`config.mk`:
```
export PLATFORM = sky130hd
export DESIGN_NAME = lsu_ctrl_flat
export DESIGN_NICKNAME = d
export VERILOG_FILES = /design/src/rtl/riscv_definitions.sv /design/src/rtl/lsu_ctrl_if.sv /design/src/rtl/lsu_align.sv /design/src/rtl/lsu_ctrl.sv /design/src/flat_wrapper.sv
export SDC_FILE = /design/constraint.sdc
export NUM_CORES = 1
export LEC_CHECK = 0
export BUFFER_PORTS_ARGS = -buffer_cell sky130_fd_sc_hd__buf_4
export CAP_MARGIN = 25
export CORE_UTILIZATION = 40
export DETAILED_ROUTE_END_ITERATION = 8
export PLACE_DENSITY = 0.69
export SYNTH_ARGS = -nofsm -noshare
export SYNTH_HDL_FRONTEND = slang
export SYNTH_HIERARCHICAL = 1
export SYNTH_SLANG_ARGS = --single-unit
```
`constraint.sdc`:
```
create_clock -name i_clk -period 4.2 [get_ports i_clk]
set_input_delay 0.21 -clock i_clk [delete_from_list [all_inputs] [get_ports i_clk]]
set_output_delay 0.21 -clock i_clk [all_outputs]
set_load 0.02 [all_outputs]
```
`src/rtl/riscv_definitions.sv`:
```
// riscv_definitions: shared LSU state encoding, funct3 access-size codes and alignment helper
package riscv_definitions;
  typedef enum logic [1:0] {LSU_IDLE, LSU_REQ, LSU_WAIT, LSU_DONE} lsu_state_e;
  localparam logic [2:0] F3_LB  = 3'b000;
  localparam logic [2:0] F3_LH  = 3'b001;
  localparam logic [2:0] F3_LW  = 3'b010;
  localparam logic [2:0] F3_LBU = 3'b100;
  localparam logic [2:0] F3_LHU = 3'b101;
  // funct3[1:0] alone selects the size: 00 byte, 01 half, anything else a full word
  function automatic logic misaligned(input logic [2:0] f3, input logic [1:0] off);
    return (f3[1:0] == 2'b01 && off[0]) || (f3[1:0] != 2'b00 && f3[1:0] != 2'b01 && off != 2'b00);
  endfunction
endpackage

```
`src/rtl/lsu_ctrl_if.sv`:
```
// lsu_ctrl_if: data-memory request/response bus between the LSU and memory
interface lsu_ctrl_if;
  logic req, we, gnt, rvalid;
  logic [31:0] addr, wdata, rdata;
  logic [3:0] be;
  modport master (output req, we, addr, be, wdata, input gnt, rvalid, rdata);
  modport slave (input req, we, addr, be, wdata, output gnt, rvalid, rdata);
endinterface

```
`src/rtl/lsu_align.sv`:
```
// lsu_align: byte enables, store lane replication and load lane extraction with extension
module lsu_align (
  input  logic [2:0]  funct3,
  input  logic [1:0]  off,
  input  logic [31:0] wdata,
  input  logic [31:0] rdata,
  output logic [3:0]  be,
  output logic [31:0] wrep,
  output logic [31:0] rext
);
  logic sz_b, sz_h;
  logic [31:0] sh;
  assign sz_b = funct3[1:0] == 2'b00;
  assign sz_h = funct3[1:0] == 2'b01;
  assign sh   = sz_b ? rdata >> {off, 3'b000} : rdata >> {off[1], 4'b0000};
  assign be   = sz_b ? 4'b0001 << off : sz_h ? 4'b0011 << {off[1], 1'b0} : 4'b1111;
  assign wrep = sz_b ? {4{wdata[7:0]}} : sz_h ? {2{wdata[15:0]}} : wdata;
  assign rext = sz_b ? {{24{~funct3[2] & sh[7]}}, sh[7:0]}
              : sz_h ? {{16{~funct3[2] & sh[15]}}, sh[15:0]} : rdata;
endmodule

```
`src/rtl/lsu_ctrl.sv`:
```
// lsu_ctrl: load/store unit bus controller with timeout abort.
// Define LSU_MISALIGN_TRAP_EN to abort misaligned half/word accesses without a bus request.
module lsu_ctrl
  import riscv_definitions::*;
#(
  parameter int unsigned TIMEOUT_CYCLES = 255
) (
  input  logic        i_clk,
  input  logic        i_rst_n,
  input  logic        i_mem_read,
  input  logic        i_mem_write,
  input  logic [2:0]  i_funct3,
  input  logic [31:0] i_addr,
  input  logic [31:0] i_wdata,
  output logic        o_stall,
  output logic        o_done,
  output logic [31:0] o_rdata,
  output logic        o_bus_err,
  output logic        o_misaligned,
  lsu_ctrl_if.master  dmem
);
  lsu_state_e state, state_d;
  logic [31:0] addr_q, wdata_q, rdata_q, rdata_d, wrep, rext;
  logic [2:0] f3_q;
  logic [7:0] cnt_q;
  logic [3:0] be;
  logic we_q, err_q, err_d, mis_q, mis, accept, hit, busy;
  assign accept = i_rst_n && state == LSU_IDLE && (i_mem_read || i_mem_write);
  assign busy   = state == LSU_REQ || state == LSU_WAIT;
  assign hit    = busy && (cnt_q + 8'd1) == 8'(TIMEOUT_CYCLES);
`ifdef LSU_MISALIGN_TRAP_EN
  assign mis = misaligned(i_funct3, i_addr[1:0]);
`else
  assign mis = 1'b0;
`endif
  lsu_align u_align (
    .funct3(f3_q), .off(addr_q[1:0]), .wdata(wdata_q), .rdata(dmem.rdata),
    .be(be), .wrep(wrep), .rext(rext)
  );
  // rvalid has priority over a timeout landing in the same WAIT cycle
  always_comb begin
    state_d = state;
    err_d   = 1'b0;
    case (state)
      LSU_IDLE: state_d = accept ? (mis ? LSU_DONE : LSU_REQ) : LSU_IDLE;
      LSU_REQ:  state_d = hit ? LSU_DONE : dmem.gnt ? LSU_WAIT : LSU_REQ;
      LSU_WAIT: state_d = (dmem.rvalid || hit) ? LSU_DONE : LSU_WAIT;
      default:  state_d = LSU_IDLE;
    endcase
    err_d   = hit && !(state == LSU_WAIT && dmem.rvalid);
    rdata_d = (state == LSU_WAIT && dmem.rvalid && !we_q) ? rext : 32'd0;
  end
  always_ff @(posedge i_clk or negedge i_rst_n)
    if (!i_rst_n) begin
      state   <= LSU_IDLE;
      cnt_q   <= '0;
      addr_q  <= '0;
      wdata_q <= '0;
      f3_q    <= '0;
      we_q    <= 1'b0;
      rdata_q <= '0;
      err_q   <= 1'b0;
      mis_q   <= 1'b0;
    end else begin
      state <= state_d;
      cnt_q <= accept ? 8'd0 : busy ? cnt_q + 8'd1 : cnt_q;
      if (accept) begin
        addr_q  <= i_addr;
        wdata_q <= i_wdata;
        f3_q    <= i_funct3;
        we_q    <= !i_mem_read;
      end
      if (state_d == LSU_DONE && state != LSU_DONE) begin
        rdata_q <= rdata_d;
        err_q   <= err_d;
        mis_q   <= accept;
      end
    end
  assign o_stall      = accept || busy;
  assign o_done       = state == LSU_DONE;
  assign o_rdata      = o_done ? rdata_q : 32'd0;
  assign o_bus_err    = o_done && err_q;
  assign o_misaligned = o_done && mis_q;
  assign dmem.req     = state == LSU_REQ;
  assign dmem.we      = dmem.req && we_q;
  assign dmem.addr    = dmem.req ? {addr_q[31:2], 2'b00} : 32'd0;
  assign dmem.be      = dmem.req ? be : 4'd0;
  assign dmem.wdata   = dmem.req ? wrep : 32'd0;
endmodule
```
`src/flat_wrapper.sv`:
```
// flat-port wrapper written by rule: the top's interface ports become plain ports
module lsu_ctrl_flat import riscv_definitions::*;
#(
  parameter int unsigned TIMEOUT_CYCLES = 255
)
  (i_clk, i_rst_n, i_mem_read, i_mem_write, i_funct3, i_addr, i_wdata, o_stall, o_done, o_rdata, o_bus_err, o_misaligned, dmem_req, dmem_we, dmem_addr, dmem_be, dmem_wdata, dmem_gnt, dmem_rvalid, dmem_rdata);
  lsu_ctrl_if dmem_i ();
  input  logic i_clk;
  input  logic i_rst_n;
  input  logic i_mem_read;
  input  logic i_mem_write;
  input  logic [2:0] i_funct3;
  input  logic [31:0] i_addr;
  input  logic [31:0] i_wdata;
  output logic o_stall;
  output logic o_done;
  output logic [31:0] o_rdata;
  output logic o_bus_err;
  output logic o_misaligned;
  output wire logic [$bits(dmem_i.req)-1:0] dmem_req;
  output wire logic [$bits(dmem_i.we)-1:0] dmem_we;
  output wire logic [$bits(dmem_i.addr)-1:0] dmem_addr;
  output wire logic [$bits(dmem_i.be)-1:0] dmem_be;
  output wire logic [$bits(dmem_i.wdata)-1:0] dmem_wdata;
  input wire logic [$bits(dmem_i.gnt)-1:0] dmem_gnt;
  input wire logic [$bits(dmem_i.rvalid)-1:0] dmem_rvalid;
  input wire logic [$bits(dmem_i.rdata)-1:0] dmem_rdata;
  assign dmem_req = dmem_i.req;
  assign dmem_we = dmem_i.we;
  assign dmem_addr = dmem_i.addr;
  assign dmem_be = dmem_i.be;
  assign dmem_wdata = dmem_i.wdata;
  assign dmem_i.gnt = dmem_gnt;
  assign dmem_i.rvalid = dmem_rvalid;
  assign dmem_i.rdata = dmem_rdata;
  lsu_ctrl #(.TIMEOUT_CYCLES(TIMEOUT_CYCLES)) u_core (.i_clk(i_clk), .i_rst_n(i_rst_n), .i_mem_read(i_mem_read), .i_mem_write(i_mem_write), .i_funct3(i_funct3), .i_addr(i_addr), .i_wdata(i_wdata), .o_stall(o_stall), .o_done(o_done), .o_rdata(o_rdata), .o_bus_err(o_bus_err), .o_misaligned(o_misaligned), .dmem(dmem_i));
endmodule
```
* After elaboration in Yosys (flattened, before gate mapping)
Cells that the tools add are included.
Word-level totals: register bits 112, bits of input ports 105, output and inout bits 106, word-level logic and storage cells 63
Cells by class: reductions and logical operators 20, mux-type cells 19, bitwise operators 3, $add $sub $neg 1, equality and inequality tests 7, shift-type cells 4
Operators by type and width (count):
- $mux W32 | 8
- $shr A32 B5 Y16 | 2
- $mux W16 | 1
- $mux W8 | 2
- $mux W4 | 3
- $logic_and A1 B1 Y1 | 10
- $add A8 B1 Y8 const B | 1
- $eq A8 B8 Y1 const B | 1
- $eq A2 B2 Y1 const B | 3
- $pmux W2 S3 | 1
- $eq A2 B1 Y1 const B | 2
- $logic_not A2 Y1 | 2
- $logic_or A1 B1 Y1 | 4
- $mux W2 | 2
- $shl A1 B2 Y4 const A | 1
- $shl A2 B2 Y4 const A | 1
- $logic_not A1 Y1 | 3
- $and A1 B1 Y1 | 2
- $mux W1 | 2
- $ne A2 B2 Y1 const B | 1
- $reduce_bool A2 Y1 | 1
- $not A1 Y1 | 1

* Logic depth before layout (Yosys ltp)
Gate-level depths: netlist (run 1).
depth after elaboration 8, mapped depth 11

* By module
Netlist (run 1), hierarchy kept.
By module, submodules not included:
- lsu_ctrl | cells each 415, area an instance 5097.4 um2, instances 1
- lsu_align | cells each 190, area an instance 1322.5 um2, instances 1

* Worst setup path after synthesis (run 1)
No wires, ideal clock.
kind flip-flop to flip-flop, from register u_core.state[1], to register u_core.rdata_q[10], cell stages (with the launch flop) 10, data required time 4079 ps, setup slack 2028 ps, arrival 2051 ps, period minus slack after synthesis 2172 ps, setup time 121 ps, path buffers 1, path through dfrtp_1 > inv_1 > ha_1 > inv_2 > o21ai_0 > nor2_1 > o32ai_1 > nand2_2 > clkbuf_1 > a22o_1
On the way: longest elaborated chain between the ends 8, elaborated cells between the ends (all ways) 18, classes of those cells eq/ne: 4; mux: 5; reduce/logical: 9
Ends and longest elaborated chain:
- start: declaration | RTL line lsu_ctrl.sv:22 | lsu_state_e state, state_d;
- start signal: assignment | RTL line lsu_ctrl.sv:65 | state <= state_d;
- $eq A2 B1 Y1 (*)
- named net dmem_req | RTL line flat_wrapper.sv:20 | output wire logic [$bits(dmem_i.req)-1:0] dmem_req;
- $logic_or A1 B1 Y1 | RTL line lsu_ctrl.sv:29 | assign busy = state == LSU_REQ || state == LSU_WAIT;
- $logic_and A1 B1 Y1 | RTL line lsu_ctrl.sv:30 | assign hit = busy && (cnt_q + 8'd1) == 8'(TIMEOUT_CYCLES);
- $logic_or A1 B1 Y1 | RTL line lsu_ctrl.sv:47 | LSU_WAIT: state_d = (dmem.rvalid || hit) ? LSU_DONE : LSU_WAIT;
- $mux W1 | RTL line lsu_ctrl.sv:47
- $pmux W2 S3 (*) | RTL line lsu_ctrl.sv:44 | case (state)
- $eq A2 B2 Y1 (*) | RTL line lsu_ctrl.sv:73 | if (state_d == LSU_DONE && state != LSU_DONE) begin
- $logic_and A1 B1 Y1 (*) | RTL line lsu_ctrl.sv:73
- end signal: assignment | RTL line lsu_ctrl.sv:74 | rdata_q <= rdata_d;
- end: declaration | RTL line lsu_ctrl.sv:23 | logic [31:0] addr_q, wdata_q, rdata_q, rdata_d, wrep, rext;
Mark *: on every way through the listed nets, which the timed path passes. The rest lies on a longest branch. A chain may end at the register's enable or synchronous reset.

* Worst setup path in the final report (run 1)
from input port i_rst_n, to register u_core.mis_q
On the way: longest elaborated chain between the ends 6
Ends and longest elaborated chain:
- start: declaration | RTL line flat_wrapper.sv:9 | input logic i_rst_n;
- $logic_and A1 B1 Y1 (*) (2 in a row) | RTL line lsu_ctrl.sv:28 | assign accept = i_rst_n && state == LSU_IDLE && (i_mem_read || i_mem_write);
- $mux W1 | RTL line lsu_ctrl.sv:45 | LSU_IDLE: state_d = accept ? (mis ? LSU_DONE : LSU_REQ) : LSU_IDLE;
- $pmux W2 S3 | RTL line lsu_ctrl.sv:44
- $eq A2 B2 Y1 | RTL line lsu_ctrl.sv:73
- $logic_and A1 B1 Y1 | RTL line lsu_ctrl.sv:73
- end signal: assignment | RTL line lsu_ctrl.sv:76 | mis_q <= accept;
- end: declaration | RTL line lsu_ctrl.sv:27 | logic we_q, err_q, err_d, mis_q, mis, accept, hit, busy;
Every way passes the cells marked *; elsewhere a longest branch is shown, timed or not.

==> results of run 1 <==
-- logic make-up (layout without fill, tap and decap cells) --
logic type / after synthesis / in the layout / synth area share [%]
other: 1 / 2 / 0.0584
XOR/XNOR: 8 / 8 / 1.09
adder cells (fa/ha/maj): 6 / 6 / 1.17
buffers and inverters: 69 / 241 / 5.63
AND/OR/NAND/NOR: 194 / 194 / 17.5
flip-flops: 112 / 112 / 43.7
multiplexers: 102 / 102 / 17.8
AO/OA/AOI/OAI: 113 / 113 / 13.1
-- layout make-up --
class	instances	area [um2]	area share, %
inverter	8	30.0	0.360
tap	211	264	3.17
clock buffer	9	225	2.70
timing repair buffer	217	1650	19.8
clock inverter	7	95.1	1.14
multi-input combinational	425	3270	39.2
sequential	112	2800	33.6
-- cell usage in the layout (no fill, tap or decap), types with 2 or more instances in the layout --
cell type,n
nor2_1,12
inv_1,7
nand3_1,3
a31oi_1,3
o221ai_1,5
mux2_2,85
a211oi_1,8
o31a_1,2
xnor2_1,4
conb_1,2
clkinv_2,2
nand2b_1,8
nand4_1,2
nor2b_1,27
and2_1,101
nand2_2,2
dfrtp_1,111
and3_1,2
o31ai_1,6
nor4_1,7
a21oi_1,11
o21ai_0,16
o22ai_1,16
nand2_1,24
clkbuf_16,9
buf_4,215
bufinv_16,2
o221ai_2,3
mux2i_1,15
a22o_1,32
xor2_1,4
o21bai_1,2
ha_1,5
-- critical path, delay by kind of cell --
family	cells	cell delay, ns
AOI/OAI and AO/OA	2	1.02
buffers and inverters	2	0.98
and+or+nand+nor	2	0.62
muxes	1	0.46
-- per-stage QoR --
stage / utilization [%] / instances / power [W] / setup WS [ns]
2_1_floorplan: - / 606 / 0.00389 / 2.03
3_3_place_gp: 51.7 / 971 / 0.00467 / 1.41
3_5_place_dp: 51.7 / 971 / 0.00476 / 1.21
4_1_cts: 53.9 / 988 / 0.00571 / 1.10
5_1_grt: 54.1 / 989 / 0.00607 / 0.781
6_report: 54.1 / 989 / 0.00568 / 1.13
-- power by group --
group	internal, W	switching, W	leakage (nW)
clock	0.000524	0.000408	0.156
sequential	0.00151	0.000372	1.40
combinational	0.00138	0.00148	2.36
total	0.00342	0.00226	3.92
-- per-layer routing --
| layer | share of wire [%] | vias up | GRT usage [%] |
|---|---|---|---|
| met5 | 0 | - | 0 |
| met4 | 1.4 | 0 | 7.06 |
| met3 | 8.4 | 19 | 6.65 |
| met2 | 48 | 189 | 34.3 |
| met1 | 42 | 2527 | 27.2 |
| li1 | - | 2440 | - |
-- registers in the layout, indices dropped and copies added, names as in the netlist --
register / cells
u_core/addr_q: 32
u_core/cnt_q: 8
u_core/err_q: 1
u_core/f3_q: 3
u_core/mis_q: 1
u_core/rdata_q: 32
u_core/state: 2
u_core/wdata_q: 32
u_core/we_q: 1
-- how the worst max path moves through the flow --
stage,start,slack (ns),to
floorplan,u_core/state[1],2.03,u_core/rdata_q[10]
global placement,u_core/state[1],1.41,u_core/mis_q
detailed placement,u_core/state[1],1.21,u_core/mis_q
CTS,i_rst_n,1.10,u_core/mis_q
global route,i_rst_n,0.78,u_core/mis_q
finish,i_rst_n,1.13,u_core/mis_q
==> run summary, run 1 <==
Layout
* 29.9% — area delta synth->final
* 42.4% — share of final-layout standard cells stronger than drive strength 1
* 1397 — final-layout fill cell count
* 0.00834 mm2 — Layout Cell Area excl Fill
* 884 — # nets final
* 0 — number of inserted diodes

Logic synthesis
* 6 — Synth Warn #
* dfrtp_1 — most common cell in the netlist
* dfrtp_1 (44%), mux2_2 (15%), and2_1 (9.8%) — biggest area contributors in the synthesized netlist
* dfrtp_1 (112), and2_1 (101), mux2_2 (85), clkbuf_1 (33), a22o_1 (32) — most instantiated cells after synthesis
* 10.6 um2 — mean post-synth cell area
* 52 — count of distinct cell types in the synthesized netlist
* dfrtp_1 — dominant register cell in the synthesized netlist
* 112 — number of storage elements in the synthesis netlist
* 0 — number of enable-type register cells in the synthesized netlist
* 0.00642 mm2 — total standard cell area after synthesis
* 43.7% — share of the synthesized area in the top cell type
* 43.7% — sequential-to-total area share from yosys stat
* 605 — synthesized netlist cell count
* dfrtp_1 — cell taking the most area after synthesis
* 100% — fraction of registers with async set/reset

Floorplanning
* 0.0166 mm2 — die outline area
* 129 um — height of the chip
* 211 — io pins
* 45 — Std-Cell Rows
* 0.0154 mm2 — Core Area
* 129 um — Die Width
* 41.6% — Initial Util

STA
* no — unrepaired setup endpoints after global routing
* 73.2% — fraction of the cycle the final worst path needs
* 1.00 ns — actual slew at the worst max-slew pin
* 3.07 ns — minimum clock period
* 0 — final hold viol count
* 0 ns — final setup TNS
* 0 — count of pins over their slew limit
* 0.325 GHz — maximum operating frequency
* 0.00681 ns — Worst Clk Skew
* 0 — Setup Viol. Count Final
* 33.1% — tightest slew margin relative to the limit
* 0.0641 ns — hold_ws

Detailed routing
* 5.23 — number of vias per cell
* 0 — drc violations
* 17.1 mm — final wirelength
* 0 — antenna violation net count after detailed routing
* 17.3 um — average wire per standard cell
* 5 — length of the first detailed-routing pass in iterations
* 5175 — total via count after detailed routing
* 378 — count of routing violations after the opening detailed-route iteration

Worst setup path
* 3.31 ns — arrival time worst endpoint
* flip-flop — nature of the critical path endpoint
* 4.44 ns — Required @ worst endpoint
* dlygate4sd3_1 > buf_4 > o211a_4 > nor2_1 > o32ai_1 > nand2_2 > mux2_1 — series of cell instances along the critical path
* o211a_4 — slowest library cell on the worst path
* u_core/state[1] — start of the worst register-to-register path
* 7 — logic depth of the worst register-to-register path
* 1.21 ns — worst setup slack for register-to-register paths
* 43 — Max Fanout on Critical Path
* input port — nature of the critical path startpoint
* u_core/mis_q — destination of the worst register-to-register timing path
* in2reg — critical setup path kind
* 0.62 ns — highest cell delay on the worst timing path

CTS
* 0.36 ns — Worst-Skew Late Latency
* 112 — number of clock sinks
* 0 — Resized cells post-CTS
* 1 — post-cts hold buffer count
* 9 — Num CTS Buffers
* 0.07 ns — clock input transition at the sequential cells of the worst setup and hold paths
* clkbuf_16 — root buf cell
* 3 — maximum level of the CTS H-tree
* yes — clock tree from TritonCTS
* 2 — number of buffers on the longest clock path
* 0 — number of setup buffers added after CTS

Min path
* 2 — Worst Hold Depth
* in2reg — class of the most critical hold timing path
* u_core/we_q — endpoint of the worst hold path
* i_mem_read — startpoint of the most critical hold path

GRT
* 78 — maximum number of pins on one net before global-route repair
* 0 — GRT Residual Overflow
* 5153 — vias in the first global route
* 0 — number of antenna violations at the first check in global routing
* 27.2 mm — global-route wire length before repair
* 21.3% — overall routing resource usage

Placement
* 0.00798 mm2 — placed cell area
* 12.1 mm — Final HPWL DP
* 208 — Port-buffer cells
* 0.875 — placer's final routability congestion estimate

Power and ir drop
* 357 uV — IR drop worst, VDD
* 3.92 nW — static leakage power
* 681 mW/mm2 — pwr dens

Run
* 0 — count of maximum capacitance violations

Run status
* complete, no violations — status

No activity file was read; power rests on OpenSTA's default activity.
==> run 2, diff against run 1 <==
--- a/config.mk
+++ b/config.mk
@@ -5,11 +5,12 @@
 export SDC_FILE = /design/constraint.sdc
 export NUM_CORES = 1
 export LEC_CHECK = 0
+export ABC_AREA = 1
 export BUFFER_PORTS_ARGS = -buffer_cell sky130_fd_sc_hd__buf_4
 export CAP_MARGIN = 25
 export CORE_UTILIZATION = 40
 export DETAILED_ROUTE_END_ITERATION = 8
-export PLACE_DENSITY = 0.69
+export PLACE_DENSITY = 0.67
 export SYNTH_ARGS = -nofsm -noshare
 export SYNTH_HDL_FRONTEND = slang
 export SYNTH_HIERARCHICAL = 1
==> constraint.sdc (replaced) <==
create_clock -name i_clk -period 2.95 [get_ports i_clk]
set_input_delay 0.1475 -clock i_clk [delete_from_list [all_inputs] [get_ports i_clk]]
set_output_delay 0.1475 -clock i_clk [all_outputs]
set_load 0.02 [all_outputs]
==> run 2 against run 1 <==
- die area up 12%
- largest power group unchanged
- highest routed layer unchanged
- clock power up 36%
- wire length up 24%
- sequential power up 39%
- first-iteration DRC count up 20%
- via count up 41%
- core utilization up 1.4 points
==> run summary, run 2 <==
CTS
* clkbuf_16 — root buf cell
* 0 — Resized cells post-CTS
* yes — clock tree from TritonCTS
* 112 — number of clock sinks
* 0 — number of setup buffers added after CTS
* 9 — Num CTS Buffers
* 2 — number of buffers on the longest clock path
* 0.08 ns — clock input transition at the sequential cells of the worst setup and hold paths
* 0.35 ns — Worst-Skew Late Latency
* 3 — maximum level of the CTS H-tree

Placement
* 1465 — # placed instances
* 0.860 — placer's final routability congestion estimate
* 208 — Port-buffer cells
* 0.00872 mm2 — placed cell area
* 14.2 mm — Final HPWL DP

GRT
* 23.5% — overall routing resource usage
* 0 — number of antenna violations at the first check in global routing
* 0 — GRT Residual Overflow
* 34.1 mm — global-route wire length before repair
* 74 — maximum number of pins on one net before global-route repair
* 6838 — vias in the first global route

STA
* no — unrepaired setup endpoints after global routing
* 0.00882 ns — Worst Clk Skew
* 0.385 GHz — maximum operating frequency
* 0 ns — final setup TNS
* 0 — Setup Viol. Count Final
* 2.60 ns — minimum clock period
* 0 — count of pins over their slew limit
* 0.763 ns — actual slew at the worst max-slew pin
* 88.1% — fraction of the cycle the final worst path needs
* 0 — final hold viol count
* 49.1% — tightest slew margin relative to the limit

Min path
* in2reg — class of the most critical hold timing path

Power and ir drop
* 15.4% — proportion of power drawn by the clock network
* 53.0% — portion of total power attributed to combinational logic
* 464 uV — IR drop worst, VDD
* 0.00394 W — net switching power
* 6.11 nW — static leakage power
* 855 mW/mm2 — pwr dens
* 0.00431 W — internal power contribution
* 31.6% — sequential fraction of design power
* 0.00825 W — total chip power
* 47.7% — Net Sw Frac

Logic synthesis
* 33 — count of distinct cell types in the synthesized netlist
* 112 — number of storage elements in the synthesis netlist
* 0 — number of enable-type register cells in the synthesized netlist
* dfrtp_1 — cell taking the most area after synthesis
* 6.60 um2 — mean post-synth cell area
* nand2_1 (505), inv_1 (168), dfrtp_1 (112), nor2_1 (47), nand2_2 (39) — most instantiated cells after synthesis
* nand2_1 — most common cell in the netlist
* 2.86% — compound-gate portion of the synthesized area
* 6 — Synth Warn #
* 0% — share of synthesized area spent on multiplexers
* 0.122% — share of the synthesized netlist area taken by xor and xnor gates
* 1088 — synthesized netlist cell count
* simple AND/OR/NAND/NOR gates — main combinational cell family by area after synthesis
* dfrtp_1 — dominant register cell in the synthesized netlist
* 42.1% — synthesized-area fraction occupied by and/or/nand/nor cells
* 39.0% — share of the synthesized area in the top cell type
* 1.05% — post-synthesis adder-cell area fraction
* 0.00718 mm2 — total standard cell area after synthesis
* dfrtp_1 (39%), nand2_1 (26%), inv_1 (8.8%) — biggest area contributors in the synthesized netlist
* 39.0% — sequential-to-total area share from yosys stat
* 100% — fraction of registers with async set/reset

Floorplanning
* 0.0174 mm2 — Core Area
* 136 um — height of the chip
* 48 — Std-Cell Rows
* 41.2% — Initial Util
* 211 — io pins
* 0.0185 mm2 — die outline area
* 136 um — Die Width

Layout
* 1734 — final-layout fill cell count
* u_core/addr_q x32, u_core/rdata_q x32, u_core/wdata_q x32 — registers with the highest flip-flop counts
* nand2_1 — most frequent standard cell in the layout excluding fill and tap cells
* 0.00966 mm2 — Layout Cell Area excl Fill
* 23.4% — share of final-layout standard cells stronger than drive strength 1
* 1543 — non-filler instance count after layout
* 1424 — # nets final
* 34.5% — area delta synth->final
* 0 — number of inserted diodes
* nand2_1 (505), buf_4 (219), inv_1 (168) — highest-count cells in the layout ignoring fill and taps

Worst setup path
* 72 — Max Fanout on Critical Path
* reg2out — critical setup path kind
* 0.46 ns — worst setup slack for register-to-register paths
* output pin — nature of the critical path endpoint
* 2.45 ns — arrival time worst endpoint
* 2.80 ns — Required @ worst endpoint
* flip-flop — nature of the critical path startpoint

Detailed routing
* 0 — drc violations
* 0 — antenna violation net count after detailed routing
* 4.73 — number of vias per cell
* 5 — length of the first detailed-routing pass in iterations
* 21.2 mm — final wirelength
* 7297 — total via count after detailed routing
* 13.7 um — average wire per standard cell
* 455 — count of routing violations after the opening detailed-route iteration

Run status
* complete, no violations — status

Run
* 0 — count of maximum capacitance violations

run 2: layout make-up:
cell class,count,area (um2),area share [%]
multi-input combinational,733,3330,34.5
sequential,112,2800,29.0
timing repair buffer,281,2280,23.6
inverter,176,663,6.87
tap,225,282,2.92
clock buffer,12,246,2.55
clock inverter,4,52.6,0.544
run 2: logic make-up (layout without fill, tap and decap cells):
family,Yosys count,after routing
buffers and inverters,244,473
AOI/OAI and AO/OA,36,36
other,1,2
xor gates and xnor gates,1,1
DFF,112,112
and+or+nand+nor,688,688
adders and majority gates,6,6
run 2: what timing repair did:
| item | 4_1_cts | 5_1_grt |
|---|---|---|
| hold buffers | 61 | 0 |
| hold endpoints to repair | 99 | 0 |
| setup endpoints to repair | 0 | 0 |
run 2: worst max-delay path, cell delays in order (launching register included):
cell and delay (ns):
dfrtp_1 0.43, inv_1 0.09, ha_1 0.22, o211ai_4 0.10, buf_4 0.63, nand2_1 0.36, buf_4 0.27
run 2: final timing paths:
kind,start,to,cells after the start
setup / recovery,u_core/state[1],o_stall,6
hold / removal,i_wdata[2],u_core/wdata_q[2],3
setup reg to reg,u_core/f3_q[1],u_core/rdata_q[31],10
hold reg to reg,u_core/rdata_q[0],u_core/rdata_q[0],2
max in group asynchronous,i_rst_n,u_core/rdata_q[19],5
min in group asynchronous,i_rst_n,u_core/addr_q[15],3
run 2: power groups by stage:
stage	registers, W	clock network (W)	logic (W)
after floorplan	0.00245	0	0.00327
after global placement	0.00260	0	0.00426
after detailed placement	0.00261	0	0.00429
after CTS	0.00260	0.00130	0.00437
after global routing	0.00269	0.00136	0.00487
final	0.00261	0.00127	0.00438
run 2: layer usage:
metal / wire length (um) / track usage, %
met3: 1300 / 4.51
met2: 10300 / 39.3
met1: 9440 / 31.1
met4: 203 / 5.49
met5: 0 / 0
run 2: metrics by stage:
| step | utilization, % | setup slack [ns] | hold WS, ns |
|---|---|---|---|
| finish | 55.4 | 0.352 | 0.0116 |
| global route | 55.4 | 0.188 | 0.00300 |
| CTS | 55.3 | 0.335 | 0.000189 |
| detailed placement | 50.1 | 0.493 | 0.304 |
| global placement | 50.1 | 0.561 | 0.304 |
| floorplan | - | 1.09 | -0.148 |
